File: src/rtl/fxp_pkg.sv
// Shared fixed-point helpers and default Q-format parameters for the adder
// datapath and its requantiser.
package fxp_pkg;

    localparam int FXP_N_IN  = 6;
    localparam int FXP_M_IN  = 12;
    localparam int FXP_N_OUT = 4;
    localparam int FXP_M_OUT = 8;
    localparam int FXP_CNT_W = 16;

    // Total width of a Q(n.m) value, sign bit included in n.
    function automatic int fxp_w(input int n, input int m);
        return n + m;
    endfunction

    // Largest positive value representable in a w-bit two's complement word.
    function automatic longint fxp_max(input int w);
        return (longint'(1) <<< (w - 1)) - 1;
    endfunction

    // Most negative value representable in a w-bit two's complement word.
    function automatic longint fxp_min(input int w);
        return -(longint'(1) <<< (w - 1));
    endfunction

    // Half of the LSB that survives a right shift by d (0 when nothing is dropped).
    function automatic longint fxp_half(input int d);
        if (d <= 0) return 0;
        return longint'(1) <<< (d - 1);
    endfunction

endpackage

File: src/rtl/fxp_sat_clamp.sv
// Combinational signed clamp of an IN_W-bit value into OUT_W bits.
// o_sat flags that the input lay outside the output range.
module fxp_sat_clamp
    import fxp_pkg::*;
#(
    parameter int IN_W  = 19,
    parameter int OUT_W = 12
) (
    input  logic signed [IN_W-1:0]  i_data,
    output logic signed [OUT_W-1:0] o_data,
    output logic                    o_sat
);

    localparam logic signed [IN_W-1:0] MAXV = IN_W'(fxp_max(OUT_W));
    localparam logic signed [IN_W-1:0] MINV = IN_W'(fxp_min(OUT_W));

    // Pass in-range values through, pin out-of-range values to the rails.
    always_comb begin
        o_sat  = 1'b0;
        o_data = i_data[OUT_W-1:0];
        if (i_data > MAXV) begin
            o_data = MAXV[OUT_W-1:0];
            o_sat  = 1'b1;
        end else if (i_data < MINV) begin
            o_data = MINV[OUT_W-1:0];
            o_sat  = 1'b1;
        end
    end

endmodule

File: src/rtl/fxp_requant_pipe.sv
// Two-stage valid/ready requantiser Q(N_IN.M_IN) -> Q(N_OUT.M_OUT).
// Stage 1: adder-overflow saturation, then round/truncate and shift.
// Stage 2: range clamp. Counts delivered saturated samples in sat_cnt.
// Build option: FXP_ROUND_EN selects round-half-up; otherwise truncation (floor).
module fxp_requant_pipe
    import fxp_pkg::*;
#(
    parameter int N_IN  = FXP_N_IN,
    parameter int M_IN  = FXP_M_IN,
    parameter int N_OUT = FXP_N_OUT,
    parameter int M_OUT = FXP_M_OUT,
    parameter int CNT_W = FXP_CNT_W
) (
    input  logic                         clk,
    input  logic                         rst_n,
    input  logic                         in_valid,
    output logic                         in_ready,
    input  logic [fxp_w(N_IN,M_IN)-1:0]  in_data,
    input  logic                         in_ovf,
    output logic                         out_valid,
    input  logic                         out_ready,
    output logic [fxp_w(N_OUT,M_OUT)-1:0] out_data,
    output logic                         out_sat,
    input  logic                         clr_cnt,
    output logic [CNT_W-1:0]             sat_cnt
);

    localparam int W_IN  = fxp_w(N_IN, M_IN);
    localparam int W_OUT = fxp_w(N_OUT, M_OUT);
    localparam int D     = M_IN - M_OUT;
    // One guard bit over the input absorbs the rounding carry.
    localparam int W_S   = (W_IN + 1 > W_OUT) ? W_IN + 1 : W_OUT;

`ifdef FXP_ROUND_EN
    localparam logic signed [W_S-1:0] RND = W_S'(fxp_half(D));
`else
    localparam logic signed [W_S-1:0] RND = '0;
`endif
    localparam logic signed [W_S-1:0] S_MAX = W_S'(fxp_max(W_OUT));
    localparam logic signed [W_S-1:0] S_MIN = W_S'(fxp_min(W_OUT));

    generate
        if (M_OUT > M_IN) begin : g_bad_frac
            $error("fxp_requant_pipe: M_OUT must not exceed M_IN");
        end
    endgenerate

    logic                    r_s1_valid, r_s1_sat;
    logic signed [W_S-1:0]   r_s1_data;
    logic                    r_out_valid, r_out_sat;
    logic [W_OUT-1:0]        r_out_data;
    logic [CNT_W-1:0]        r_sat_cnt;

    logic                    w_s1_adv;
    logic signed [W_S-1:0]   w_ext, w_s1_d;
    logic signed [W_OUT-1:0] w_cl_d;
    logic                    w_cl_sat;
    logic                    w_sat_hs;

    assign w_s1_adv = !r_out_valid || out_ready;
    assign in_ready = !r_s1_valid || w_s1_adv;

    // Stage-1 arithmetic: an adder overflow inverts the apparent sign, so the
    // MSB picks the opposite rail; otherwise round (optional) and shift down.
    always_comb begin
        w_ext  = W_S'($signed(in_data));
        w_s1_d = (w_ext + RND) >>> D;
        if (in_ovf) begin
            w_s1_d = in_data[W_IN-1] ? S_MAX : S_MIN;
        end
    end

    // Stage-1 register: load whenever the slot is free or draining.
    always_ff @(posedge clk or negedge rst_n) begin
        if (!rst_n) begin
            r_s1_valid <= 1'b0;
            r_s1_data  <= '0;
            r_s1_sat   <= 1'b0;
        end else if (in_ready) begin
            r_s1_valid <= in_valid;
            if (in_valid) begin
                r_s1_data <= w_s1_d;
                r_s1_sat  <= in_ovf;
            end
        end
    end

    fxp_sat_clamp #(
        .IN_W  (W_S),
        .OUT_W (W_OUT)
    ) u_clamp (
        .i_data (r_s1_data),
        .o_data (w_cl_d),
        .o_sat  (w_cl_sat)
    );

    // Output register: holds its sample while downstream stalls.
    always_ff @(posedge clk or negedge rst_n) begin
        if (!rst_n) begin
            r_out_valid <= 1'b0;
            r_out_data  <= '0;
            r_out_sat   <= 1'b0;
        end else if (w_s1_adv) begin
            r_out_valid <= r_s1_valid;
            if (r_s1_valid) begin
                r_out_data <= w_cl_d;
                r_out_sat  <= r_s1_sat || w_cl_sat;
            end
        end
    end

    assign w_sat_hs = r_out_valid && out_ready && r_out_sat;

    // Saturating event counter; clear takes priority over a same-cycle event.
    always_ff @(posedge clk or negedge rst_n) begin
        if (!rst_n) begin
            r_sat_cnt <= '0;
        end else if (clr_cnt) begin
            r_sat_cnt <= '0;
        end else if (w_sat_hs && (r_sat_cnt != '1)) begin
            r_sat_cnt <= r_sat_cnt + 1'b1;
        end
    end

    assign out_valid = r_out_valid;
    assign out_data  = r_out_data;
    assign out_sat   = r_out_sat;
    assign sat_cnt   = r_sat_cnt;

endmodule

File: config.mk
export PLATFORM = sky130hd
export DESIGN_NAME = fxp_requant_pipe
export DESIGN_NICKNAME = d
export VERILOG_FILES = /design/src/rtl/fxp_pkg.sv /design/src/rtl/fxp_sat_clamp.sv /design/src/rtl/fxp_requant_pipe.sv
export SDC_FILE = /design/constraint.sdc
export NUM_CORES = 1
export LEC_CHECK = 0
export ABC_AREA = 1
export CAP_MARGIN = 0
export CORE_MARGIN = 4
export CORE_UTILIZATION = 52
export CTS_BUF_LIST = sky130_fd_sc_hd__clkbuf_4 sky130_fd_sc_hd__clkbuf_8
export CTS_CLUSTER_DIAMETER = 200
export DETAILED_ROUTE_END_ITERATION = 16
export PLACE_DENSITY = 0.87
export SETUP_SLACK_MARGIN = 0.2
export SYNTH_ARGS = -nofsm -noshare
export SYNTH_HDL_FRONTEND = slang
export SYNTH_HIERARCHICAL = 1
export SYNTH_SLANG_ARGS = --single-unit
File: constraint.sdc
create_clock -name clk -period 2.3 [get_ports clk]
set_clock_uncertainty 0.15 [all_clocks]
set_input_delay 0.345 -clock clk [delete_from_list [all_inputs] [get_ports clk]]
set_output_delay 0.345 -clock clk [all_outputs]
set_load 0.1 [all_outputs]
==> metrics <==
status=finished, final reports clean; share of layout cells above drive strength 1=0.1920; clock sinks=46; gate count of the mapped netlist=324; period utilisation layout=0.8484; relative slew slack=0.4807; FF+latch count, synth=46; share of the synthesized area in the top cell type=0.4767; gr ovfl total=0; Pre-Repair DR Iteration Count=4; syn nets=349; DRT antenna net count=0; DR vias=2183; Cell Count Post-Placement=418; Worst-Margin Slew=0.7790 ns; CTS buffer count=5; Mean Syn Cell Area=7.453 sq um; number of synthesized flops with an enable pin=0; # hold bufs at CTS=1; ys async rst share=1.000; first-pass GRT wire length=9487 microns; Final Hold Vio Count=0; Leak=1.487 nW; prevailing post-synth register cell=dfrtp_1; Final Setup Violations=0; post-synthesis sequential area ratio=0.4767; CP Launch Type=flop; min cycle time layout=1.951 ns; DR iter-0 viols=125; final RePlAce weighted congestion=0.9446; final worst slack=0.3487 ns; Final Util=0.6865; filler cell count in the final layout=363; synth top area cells=dfrtp_1 (48%), nand2_1 (23%), nor2_1 (5.4%); f_max=512.5 MHz; post-synth top area cell=dfrtp_1; Synth Cell Area=0.002415 sq mm; I/O Buffers=50; post-DR vias/cell=5.112; Crit Path Category=flop to flop; area growth from synthesis to layout=25.49%; max cap viols=0; worst min-delay path class=flop to flop; total negative slack=0 ns; CP arrival=1.99 ns; standard-cell rows=24; WL final=5412 microns; dpl ws=0.3556 ns; Crit. End Element=flop; vias in the first global route=2075; Peak VDD IR=0.5058 mV; CP max FO=15; hpwl dp=3911 microns; count leader, synth=nand2_1; die width=76.15 microns; Die Height=76.15 microns; final instance count without filler cells=427; Nets=399; initial antenna violation count=0; Final Slew Violations=0; GRT Total Usage=0.1940; core area=0.004414 sq mm; RSZ-0062 raised after global routing=false; post-CTS setup buffer count=0; Starting Density=0.5471; CTS tree=built; P per Cell Area=946.5 mW/mm^2; post-CTS sizing=0; Max Buffers Root-to-Sink=2; htree depth=2; synth cell count leaders=nand2_1 (146), dfrtp_1 (46), nor2_1 (35); wire per inst=12.67 microns; Yosys warning total=6; post-synthesis cell type count=25; die area=0.005798 sq mm; clk_lat worst skew=0.30 ns; I/O pin cnt=55; worst endpoint required time=2.34 ns; Antenna Cells=0; post-layout power=0.002868 W; clk root buf=clkbuf_8; # DRC=0; clk slew on worst S/H paths=0.09 ns; largest net degree at the start of global routing=37
cells in the final DEF, fill, tap and decap left out, types with 11 or more instances in the layout:
| cell | count |
|---|---|
| dfrtp_2 | 13 |
| nand2_1 | 146 |
| clkdlybuf4s50_1 | 18 |
| a31oi_1 | 14 |
| inv_1 | 15 |
| nand3_1 | 16 |
| nand4_1 | 11 |
| nor2_1 | 35 |
| buf_4 | 34 |
| dfrtp_1 | 31 |
worst paths after layout:
check | cells past startpoint | to | slack, ns | start
worst max-delay path | 9 | sat_cnt[5] | 0.35 | sat_cnt[0]
worst min-delay path | 2 | out_data[11] | 0.34 | out_data[11]
worst max register to register | 9 | sat_cnt[5] | 0.35 | sat_cnt[0]
worst min register to register | 2 | out_data[11] | 0.34 | out_data[11]
max in group asynchronous | 3 | r_s1_data[12] | 0.84 | rst_n
min in group asynchronous | 2 | sat_cnt[14] | 0.50 | rst_n
registers in the layout, indices dropped and copies added (netlist names):
signal / count
sat_cnt: 16
r_s1_data: 14
out_data: 12
out_sat: 1
out_valid: 1
r_s1_sat: 1
r_s1_valid: 1
cells by family (layout without fill, tap and decap cells):
group                    count (synthesis)  after routing  synth area share
AO/OA/AOI/OAI                           23             23           0.06062
XOR/XNOR                                 3              3           0.01088
adder cells (fa/ha/maj)                  1              1          0.005181
buffers and inverters                   29             80           0.05544
flip-flops                              46             46            0.4767
AND/OR/NAND/NOR                        222            222            0.3912
power breakdown:
part,switching [W],total (W),internal [W]
clock,0.000277,0.000614,0.000336
sequential,0.000102,0.00105,0.000945
combinational,0.000945,0.00121,0.000263
layer usage:
layer	vias to the layer above	GRT usage	wire, microns
li1	1130	-	-
met1	975	0.2354	2279
met2	72	0.3373	2807
met3	6	0.05201	288
met4	0	0.05420	36
met5	-	0	0
layout make-up:
type	instances	area, sq um	share of cell area
inverter	17	63.81	0.02106
multi-input combinational	249	1142	0.3770
tap	52	65.06	0.02147
sequential	46	1175	0.3877
clock buffer	6	76.32	0.02519
clock inverter	2	37.54	0.01239
timing repair buffer	55	470.5	0.1552
critical path, cell delays in order, from the launching register on:
cell and delay, ns:
dfrtp_4 0.50, ha_1 0.24, nand2_1 0.09, nor2_2 0.07, nand2_2 0.11, nor2_4 0.05
nor2_4 0.36, nor2_8 0.11, nand2_1 0.08, nand2_1 0.07
stage by stage:
step	cell area (sq um)	hold slack, ns
after floorplan	2451	-0.1006
after global placement	2907	0.3160
after detailed placement	2907	0.3208
after CTS	3030	0.3414
after global routing	3030	0.3497
final	3030	0.3419
(Power assumes the default switching activity.)
